<file path="config.mk">
export PLATFORM = sky130hd
export DESIGN_NAME = mcu_obi_mem_arbiter
export DESIGN_NICKNAME = d
export VERILOG_FILES = /design/src/rtl/mcu_obi_mem_arbiter.sv
export SDC_FILE = /design/constraint.sdc
export NUM_CORES = 1
export LEC_CHECK = 0
export BUFFER_PORTS_ARGS = -buffer_cell sky130_fd_sc_hd__buf_2
export CORE_AREA = 10 10 117 119
export DETAILED_ROUTE_END_ITERATION = 8
export DIE_AREA = 0 0 127 129
export PLACE_DENSITY = 0.6
export REMOVE_ABC_BUFFERS = 1
export SYNTH_ARGS = -nofsm -noshare
export SYNTH_HDL_FRONTEND = slang
export SYNTH_SLANG_ARGS = --single-unit
export TNS_END_PERCENT = 50
</file>
<file path="constraint.sdc">
create_clock -name clk_i -period 2.6 [get_ports clk_i]
set_input_delay 0.26 -clock clk_i [delete_from_list [all_inputs] [get_ports clk_i]]
set_output_delay 0.26 -clock clk_i [all_outputs]
set_load 0.05 [all_outputs]
</file>
<file path="src/rtl/mcu_obi_mem_arbiter.sv">
// ============================================================================
// Module      : mcu_obi_mem_arbiter
// Description : N-master to 1-slave req/gnt/rvalid arbiter with request lock,
//               in-order response routing and protocol-error reporting.
// Revision    : 1.0 - initial release
// ============================================================================
`default_nettype none

module mcu_obi_mem_arbiter #(
  parameter int N_MASTERS       = 2,
  parameter int ADDR_W          = 32,
  parameter int DATA_W          = 32,
  parameter int MAX_OUTSTANDING = 2,
  parameter int RR_EN           = 1,
  localparam int BE_W           = DATA_W / 8,
  localparam int CNT_W          = $clog2(MAX_OUTSTANDING + 1)
) (
  input  logic                          clk_i,
  input  logic                          rst_ni,
  input  logic [N_MASTERS-1:0]          m_req_i,
  output logic [N_MASTERS-1:0]          m_gnt_o,
  input  logic [N_MASTERS-1:0]          m_we_i,
  input  logic [N_MASTERS*BE_W-1:0]     m_be_i,
  input  logic [N_MASTERS*ADDR_W-1:0]   m_addr_i,
  input  logic [N_MASTERS*DATA_W-1:0]   m_wdata_i,
  output logic [N_MASTERS-1:0]          m_rvalid_o,
  output logic [N_MASTERS*DATA_W-1:0]   m_rdata_o,
  output logic [N_MASTERS-1:0]          m_err_o,
  output logic                          s_req_o,
  input  logic                          s_gnt_i,
  output logic                          s_we_o,
  output logic [BE_W-1:0]               s_be_o,
  output logic [ADDR_W-1:0]             s_addr_o,
  output logic [DATA_W-1:0]             s_wdata_o,
  input  logic                          s_rvalid_i,
  input  logic [DATA_W-1:0]             s_rdata_i,
  input  logic                          s_err_i,
  output logic [CNT_W-1:0]              outstanding_o,
  output logic                          unexp_rvalid_o
);

  localparam int ID_W  = (N_MASTERS > 1) ? $clog2(N_MASTERS) : 1;
  localparam int PTR_W = (MAX_OUTSTANDING > 1) ? $clog2(MAX_OUTSTANDING) : 1;

  logic [ID_W-1:0]  fifo_q [MAX_OUTSTANDING];
  logic [ID_W-1:0]  fifo_d [MAX_OUTSTANDING];
  logic [PTR_W-1:0] wr_ptr_q, wr_ptr_d, rd_ptr_q, rd_ptr_d;
  logic [CNT_W-1:0] cnt_q, cnt_d;
  logic [ID_W-1:0]  rr_ptr_q, rr_ptr_d, lock_idx_q, lock_idx_d;
  logic             lock_q, lock_d, unexp_q, unexp_d;

  logic [ID_W-1:0]  sel, head;
  logic             full, empty, lock_vld, s_req, accept, pop, found;
  int               idx_v;

  function automatic logic [PTR_W-1:0] ptr_inc(input logic [PTR_W-1:0] p);
    return (p == PTR_W'(MAX_OUTSTANDING - 1)) ? '0 : p + PTR_W'(1);
  endfunction

  assign full     = (cnt_q == CNT_W'(MAX_OUTSTANDING));
  assign empty    = (cnt_q == '0);
  assign lock_vld = lock_q & m_req_i[lock_idx_q];
  // No path from s_rvalid_i: a pop frees a slot only from the next cycle on.
  assign s_req    = rst_ni & (|m_req_i) & ~full;
  assign accept   = s_req & s_gnt_i;
  assign pop      = rst_ni & s_rvalid_i & ~empty;
  assign head     = fifo_q[rd_ptr_q];

  always_comb begin
    sel   = '0;
    found = 1'b0;
    idx_v = 0;
    if (lock_vld) begin
      sel = lock_idx_q;
    end else if (RR_EN != 0) begin
      for (int k = 0; k < N_MASTERS; k++) begin
        idx_v = (int'(rr_ptr_q) + k) % N_MASTERS;
        if (!found && m_req_i[idx_v]) begin
          sel   = ID_W'(idx_v);
          found = 1'b1;
        end
      end
    end else begin
      for (int k = N_MASTERS - 1; k >= 0; k--) begin
        if (m_req_i[k]) sel = ID_W'(k);
      end
    end
  end

  always_comb begin
    fifo_d     = fifo_q;
    wr_ptr_d   = wr_ptr_q;
    rd_ptr_d   = rd_ptr_q;
    cnt_d      = cnt_q;
    rr_ptr_d   = rr_ptr_q;
    lock_d     = lock_q;
    lock_idx_d = lock_idx_q;
    unexp_d    = unexp_q | (s_rvalid_i & empty);
    if (accept) begin
      fifo_d[wr_ptr_q] = sel;
      wr_ptr_d         = ptr_inc(wr_ptr_q);
      rr_ptr_d         = (sel == ID_W'(N_MASTERS - 1)) ? '0 : sel + ID_W'(1);
      lock_d           = 1'b0;
    end else if (s_req && !s_gnt_i) begin
      lock_d     = 1'b1;
      lock_idx_d = sel;
    end else if (lock_q && !m_req_i[lock_idx_q]) begin
      lock_d = 1'b0;
    end
    if (pop) rd_ptr_d = ptr_inc(rd_ptr_q);
    if (accept && !pop)      cnt_d = cnt_q + CNT_W'(1);
    else if (!accept && pop) cnt_d = cnt_q - CNT_W'(1);
  end

  always_ff @(posedge clk_i or negedge rst_ni) begin
    if (!rst_ni) begin
      for (int i = 0; i < MAX_OUTSTANDING; i++) fifo_q[i] <= '0;
      wr_ptr_q   <= '0;
      rd_ptr_q   <= '0;
      cnt_q      <= '0;
      rr_ptr_q   <= '0;
      lock_q     <= 1'b0;
      lock_idx_q <= '0;
      unexp_q    <= 1'b0;
    end else begin
      fifo_q     <= fifo_d;
      wr_ptr_q   <= wr_ptr_d;
      rd_ptr_q   <= rd_ptr_d;
      cnt_q      <= cnt_d;
      rr_ptr_q   <= rr_ptr_d;
      lock_q     <= lock_d;
      lock_idx_q <= lock_idx_d;
      unexp_q    <= unexp_d;
    end
  end

  always_comb begin
    m_gnt_o    = '0;
    m_rvalid_o = '0;
    m_err_o    = '0;
    if (accept) m_gnt_o[sel] = 1'b1;
    if (pop) begin
      m_rvalid_o[head] = 1'b1;
      m_err_o[head]    = s_err_i;
    end
  end

  assign s_req_o        = s_req;
  assign s_we_o         = rst_ni & m_we_i[sel];
  assign s_be_o         = rst_ni ? m_be_i[int'(sel)*BE_W +: BE_W] : '0;
  assign s_addr_o       = rst_ni ? m_addr_i[int'(sel)*ADDR_W +: ADDR_W] : '0;
  assign s_wdata_o      = rst_ni ? m_wdata_i[int'(sel)*DATA_W +: DATA_W] : '0;
  assign m_rdata_o      = rst_ni ? {N_MASTERS{s_rdata_i}} : '0;
  assign outstanding_o  = cnt_q;
  assign unexp_rvalid_o = unexp_q;

endmodule

`default_nettype wire

</file>
==> summary.md, run 1 <==
| Metric | Value |
|---|---|
| Outcome | `complete, no violations` |
| Final Setup Violations | `0` |
| CORE AREA | `11300 um2` |
| Row Count | `39` |
| Yosys reg bits | `10` |
| Reg-to-Reg Start | `outstanding_o[1]$_DFFE_PN0P_` |
| Chip width | `127 um` |
| Ranking of synthesized cells by area | `mux2i_1 (31%), nand2_1 (22%), buf_4 (12%)` |
| Die area | `16400 um2` |
| RSZ-0062 raised after global routing | `false` |
| Worst r2r dst | `outstanding_o[1]$_DFFE_PN0P_` |
| PortBufs | `319` |
| Drt wl/cell | `15.8 um` |
| # Max-Cap Violations | `0` |
| Via density | `4.09` |
| Die height | `129 um` |
| Fmax | `433 MHz` |
| Post-route ant nets | `0` |
| Num CTS Buffers | `3` |
| Global-route wire length before repair | `17400 um` |
| PD cells | `607 nW/um2` |
| Synthesized area | `2340 um2` |
| DP HPWL | `10500 um` |
| Setup ws final | `0.291 ns` |
| Initial Util | `20.6%` |
| IO Pins | `320` |
| Area leader, netlist | `mux2i_1` |
| Post-Place Setup Slack | `0.604 ns` |
| DR vias | `3093` |
| Setup CP Type | `in -> out` |
| CTS tree | `built` |
| Final period util | `88.8%` |
| Initial antenna violation count | `1` |
| DP Cell Count | `752` |
| Worst Path Arrival | `2.05 ns` |
| Hold Path Depth | `2` |
| TritonRoute pass-1 iters | `4` |
| Post-Route Utilization | `34.2%` |
| H-tree levels | `1` |
| Clock Sinks | `10` |
| Syn-to-layout area delta | `65.6%` |
| Total grt overflow | `0` |
| Hold Path End | `unexp_rvalid_o$_DFF_PN0_` |
| Share of the synthesized area in the top cell type | `30.8%` |
| Vias in the first global route | `3108` |
| Layout cells sized above 1 | `54.3%` |
| Tightest Hold Check Type | `in -> reg` |
| DRC Markers | `0` |
| Final nets | `793` |
| Hold Vio Cnt, Final | `0` |
| Largest net degree at the start of global routing | `99` |
| GRT Util Overall | `12.8%` |
| Clock buffer depth | `2` |
| Ys async rst share | `100%` |
| Synth Area per Inst | `6.79 um2` |
| Cell count after synthesis | `344` |
| Startpoint Class | `input port` |
| Ant diodes | `0` |
| CP max FO | `15` |
| Worst R2R Path Depth | `6` |
| Synth Flop Type | `dfrtp_1` |
| R2R Setup Slk | `0.94 ns` |
| Detailed-route wire length | `11900 um` |
| Post-synth EDFFs | `0` |
| GPL Wtd Cong | `0.773` |
| Root Driver | `clkbuf_16` |
| Max IR drop VDD | `284 uV` |
| Hold Crit Start | `s_rvalid_i` |
| CP Capture Type | `primary output` |
| Slew headroom | `66.6%` |
| Yosys cell types | `27` |
| Tightest Pin Transition | `0.499 ns` |
| Warnings from Yosys | `0` |
| Worst Skew | `0.000663 ns` |
| Leakage Power | `0.00243 uW` |
| Max-slew violations | `0` |
| Clk_lat worst skew | `0.23 ns` |
| Fin cells | `756` |
| Hold slack | `0.251 ns` |
| Clk slew on worst S/H paths | `0.04 ns` |
| Register area share after synthesis | `10.7%` |
| Fin crit period | `2.31 ns` |
| DRT iter0 DRCs | `97` |
| Critical Path RT | `2.34 ns` |
## worst max-delay path, cell delays in order
cell and delay, ns:
dlygate4sd3_1 0.54, buf_4 0.24, o21ai_1 0.21, nor3b_4 0.36, nor2b_1 0.17, buf_2 0.27
## cell families after synthesis
group | count (synthesis) | share of synthesized area (%)
mux | 76 | 32.8
buf+inv | 61 | 17.4
simple gates | 186 | 35.1
compound gates | 5 | 1.66
fa+ha+maj | 1 | 0.535
xor+xnor | 5 | 1.87
flops | 10 | 10.7
## worst max-delay path by stage
stage	start	end	slack, ns
finish	rst_ni	m_gnt_o[0]	0.29
global route	rst_ni	m_gnt_o[0]	0.12
CTS	rst_ni	s_addr_o[23]	0.25
detailed placement	lock_q$_DFFE_PN0P_	s_addr_o[23]	0.60
global placement	lock_q$_DFFE_PN0P_	s_addr_o[23]	0.59
floorplan	lock_q$_DFFE_PN0P_	s_addr_o[0]	-2.10
## placed cells by master, fill, tap and decap left out
| cell | Yosys | layout |
|---|---|---|
| a21boi_4 | 0 | 1 |
| a21o_1 | 1 | 1 |
| and2_1 | 33 | 33 |
| and3_1 | 1 | 1 |
| buf_12 | 0 | 2 |
| buf_2 | 4 | 318 |
| buf_4 | 36 | 4 |
| clkbuf_16 | 0 | 3 |
| dfrtp_1 | 10 | 10 |
| dlygate4sd3_1 | 0 | 1 |
| ha_1 | 1 | 1 |
| inv_1 | 2 | 2 |
| mux2_1 | 1 | 1 |
| mux2_2 | 3 | 3 |
| mux2i_1 | 72 | 72 |
| nand2_1 | 140 | 140 |
| nor2_1 | 4 | 4 |
| nor2b_1 | 2 | 2 |
| nor2b_2 | 1 | 1 |
| nor3_1 | 2 | 2 |
| nor3b_1 | 1 | 1 |
| nor3b_4 | 1 | 1 |
| nor4b_1 | 1 | 1 |
| o211ai_1 | 1 | 1 |
| o21ai_1 | 1 | 1 |
| o21bai_1 | 1 | 1 |
| xnor2_1 | 2 | 2 |
| xor2_1 | 3 | 3 |
## area by class of cell
class / instances / area [um2]
tap: 143 / 179
timing repair buffer: 325 / 1670
multi-input combinational: 273 / 1690
sequential: 10 / 250
fill: 1259 / 7450
inverter: 2 / 7.51
clock buffer: 3 / 75.1
## synthesized netlist by cell type (all sizes together), types with 2 or more instances
library cell  instances
nand2               140
dfrtp                10
nor3                  2
inv                   2
and2                 33
buf                  45
xnor2                 2
nor2b                 3
mux2i                72
clkbuf               14
nor3b                 2
nor2                  4
xor2                  3
mux2                  4
## report_power, final
| group | switching, uW | total [uW] | internal (uW) |
|---|---|---|---|
| clock | 64.2 | 263 | 199 |
| sequential | 63.9 | 289 | 225 |
| combinational | 1270 | 1800 | 530 |
## sequential cells by signal (all words and copies together), names as in the netlist
register        cells
fifo_q              2
lock_q              1
rr_ptr_q            1
rd_ptr_q            1
outstanding_o       2
unexp_rvalid_o      1
wr_ptr_q            1
lock_idx_q          1
## stage by stage
stage / instance area, um2 / setup TNS [ns] / power (uW)
finish: 3870 / 0 / 2350
global route: 3870 / 0 / 2480
CTS: 3870 / 0 / 2370
detailed placement: 3790 / 0 / 2100
global placement: 3790 / 0 / 2100
floorplan: 1940 / -152.45 / 1630
## per-layer routing
layer  vias to the layer above  GRT usage [%]  share of wire [%]
met4                         2           1.81               0.43
li1                       1607              -                  -
met3                         7           5.79                 12
met5                         -              0              0.059
met2                       149           23.4                 51
met1                      1328           13.6                 37
## repair_timing
action                                  CTS  global route
gates resized for setup                   0             0
setup buffers                             0             0
hold buffers                              1             0
endpoints found under the setup margin    0             0
endpoints found under the hold margin     7             0
Note: power is estimated with default switching activity, not from simulation.
==> inputs of run 2 (changes only) <==
--- a/config.mk
+++ b/config.mk
@@ -6,10 +6,10 @@
 export NUM_CORES = 1
 export LEC_CHECK = 0
 export BUFFER_PORTS_ARGS = -buffer_cell sky130_fd_sc_hd__buf_2
-export CORE_AREA = 10 10 117 119
+export CORE_AREA = 4 4 124 126
 export DETAILED_ROUTE_END_ITERATION = 8
-export DIE_AREA = 0 0 127 129
-export PLACE_DENSITY = 0.6
+export DIE_AREA = 0 0 128 130
+export PLACE_DENSITY = 0.5
 export REMOVE_ABC_BUFFERS = 1
 export SYNTH_ARGS = -nofsm -noshare
 export SYNTH_HDL_FRONTEND = slang
==> run 2 against run 1 <==
Effect of this change: setup slack gained 0.13 ns; count of clock-buffer cells in the layout grew 1; die area grew 1.6%; non-clock buffer count shrank 2; sequential share of layout area shrank 0.12 points; register-to-register slack lost 0.04 ns; clock power grew 14%; combinational power is essentially flat; final cell count grew 5.3%; critical path depth shrank 1; first-iteration DRC count shrank 5.2%; power grew 1.6%; critical endpoint is now s_addr_o[26]; largest cell class unchanged; largest power group unchanged.
==> summary.md, run 2 (synthesized netlist as in run 1, its figures left out) <==
| Metric | Value |
|---|---|
| Outcome | `complete, no violations` |
| Initial Util | `16.3% (-4.3 points)` |
| Worst r2r dst | `outstanding_o[1]$_DFFE_PN0P_` |
| Die area | `16600 um2 (+1.6%)` |
| DRT iter0 DRCs | `92 (-5.2%)` |
| IO Pins | `320 (unchanged)` |
| Most frequent cells in the layout | `buf_2 (318), nand2_1 (140), mux2i_1 (72)` |
| Final nets | `791 (-0.25%)` |
| GRT Util Overall | `10.7% (-2.1 points)` |
| Tightest Hold Check Type | `in -> async` |
| Vias in the first global route | `2837 (-8.7%)` |
| Final Cell Area | `3940 um2 (+1.9%)` |
| Post-CTS sizing | `0 (unchanged)` |
| Clock Sinks | `10 (unchanged)` |
| RSZ-0062 raised after global routing | `false` |
| Clk_lat worst skew | `0.23 ns (about the same)` |
| DRC Markers | `0 (unchanged)` |
| PortBufs | `319 (unchanged)` |
| TritonRoute pass-1 iters | `4 (unchanged)` |
| Tightest Pin Transition | `0.560 ns (+0.0609 ns)` |
| PD cells | `605 nW/um2 (-0.25%)` |
| Chip width | `128 um (+0.79%)` |
| DP Cell Count | `792 (+5.3%)` |
| Largest net degree at the start of global routing | `100 (+1.0%)` |
| Clk slew on worst S/H paths | `0.04 ns (about the same)` |
| Root Driver | `clkbuf_16` |
| Final Setup Violations | `0 (unchanged)` |
| Clock buffer depth | `2 (unchanged)` |
| Worst R2R Path Depth | `6 (unchanged)` |
| Post-Place Setup Slack | `0.647 ns (+0.0430 ns)` |
| Die height | `130 um (+0.78%)` |
| Drt wl/cell | `12.6 um (-20%)` |
| Layout cells sized above 1 | `54.4% (+0.089 points)` |
| Worst Skew | `0.00295 ns (+0.00229 ns)` |
| Final period util | `83.8% (-5.1 points)` |
| Fmax | `459 MHz (+6.0%)` |
| Leakage Power | `0.00244 uW (+0.29%)` |
| Setup_tns | `0 ns (unchanged)` |
| Fin crit period | `2.18 ns (-0.132 ns)` |
| CP max FO | `46 (+31)` |
| Row Count | `44 (+13%)` |
| Reg-to-Reg Start | `outstanding_o[1]$_DFFE_PN0P_` |
| Initial antenna violation count | `0 (-1)` |
| CTS tree | `built` |
| CP Capture Type | `primary output` |
| Post-DP Area | `3850 um2 (+1.8%)` |
| Worst Path Arrival | `1.92 ns (-0.13 ns)` |
| Area occupied by multi-input gates | `1690 um2 (unchanged)` |
| Syn-to-layout area delta | `68.7%` |
| DP HPWL | `8550 um (-18%)` |
| Setup ws final | `0.422 ns (+0.132 ns)` |
| # Max-Cap Violations | `0 (unchanged)` |
| Setup CP Type | `reg -> out` |
| Ant diodes | `0 (unchanged)` |
| Slew headroom | `62.5% (-4.1 points)` |
| GPL Wtd Cong | `0.786 (+1.7%)` |
| Hold_buf cts | `0 (-1)` |
| Fin cells | `796 (+5.3%)` |
| Hold Vio Cnt, Final | `0 (unchanged)` |
| Total grt overflow | `0 (unchanged)` |
| Commonest non-fill, non-tap cell in the layout | `buf_2` |
| Reg area | `250 um2 (unchanged)` |
| Critical Path RT | `2.34 ns (about the same)` |
| H-tree levels | `1 (unchanged)` |
| Post-route ant nets | `0 (unchanged)` |
| Via density | `3.85 (-5.9%)` |
| R2R Setup Slk | `0.90 ns (-0.04 ns)` |
| Max IR drop VDD | `191 uV (-33%)` |
| Startpoint Class | `flop` |
| Detailed-route wire length | `10000 um (-16%)` |
| Num CTS Buffers | `3 (unchanged)` |
| CORE AREA | `14300 um2 (+26%)` |
| Global-route wire length before repair | `14600 um (-16%)` |
| DR vias | `3063 (-0.97%)` |
| Fill cell count | `1591 (+26%)` |
| Hold slack | `0.0808 ns (-0.170 ns)` |
| Post-CTS setup buffer count | `0 (unchanged)` |
| Max-slew violations | `0 (unchanged)` |
-- run 2: cell count changes in the layout (fill, tap and decap cells not counted), sizes merged --
cell / before / now
dlygate4sd3: 1 / 0
buf: 324 / 323
clkbuf: 3 / 4
-- run 2: worst max path at each step --
| stage | start | to | slack (ns) | depth (start not counted) |
|---|---|---|---|---|
| 2_1_floorplan | lock_q$_DFFE_PN0P_ | s_addr_o[0] | -2.10 | 3 |
| 3_3_place_gp | lock_q$_DFFE_PN0P_ | s_addr_o[26] | 0.67 | 5 |
| 3_5_place_dp | lock_q$_DFFE_PN0P_ | s_addr_o[26] | 0.65 | 5 |
| 4_1_cts | lock_q$_DFFE_PN0P_ | s_addr_o[26] | 0.40 | 5 |
| 5_1_grt | lock_q$_DFFE_PN0P_ | s_addr_o[26] | 0.32 | 5 |
| 6_report | lock_q$_DFFE_PN0P_ | s_addr_o[26] | 0.42 | 5 |
-- run 2: cell type report --
type                    count  area share [%]
inverters                   2           0.190
repair buffers            323            42.6
well taps                 184            5.84
flip-flops and latches     10            6.35
multi-input cells         273            42.8
clock buffers               4            2.25
-- run 2: critical path, cell delays in order (launching register included) --
cell      delay, ns
dfrtp_1        0.39
mux2i_1        0.16
a21boi_4       0.24
buf_12         0.31
mux2i_1        0.26
buf_2          0.29
-- run 2: metrics by stage --
step	utilization [%]	power, uW
global route	27.6	2520
finish	27.6	2390
floorplan	-	1630
CTS	27.6	2410
detailed placement	26.9	2100
global placement	26.9	2100
-- run 2: where the power goes --
group          internal (uW)  leakage (uW)  switching [uW]
sequential               225      0.000117            64.2
clock                    231     0.0000442            68.8
combinational            538       0.00228            1260
total                    994       0.00244            1390
-- run 2: layer usage --
metal | vias to the layer above | GRT usage (%) | part of all wire, %
met1 | 1301 | 12.9 | 38
met4 | 0 | 1.75 | 0.47
met2 | 154 | 20.0 | 52
met3 | 4 | 2.13 | 9.5
met5 | - | 0 | 0
li1 | 1604 | - | -
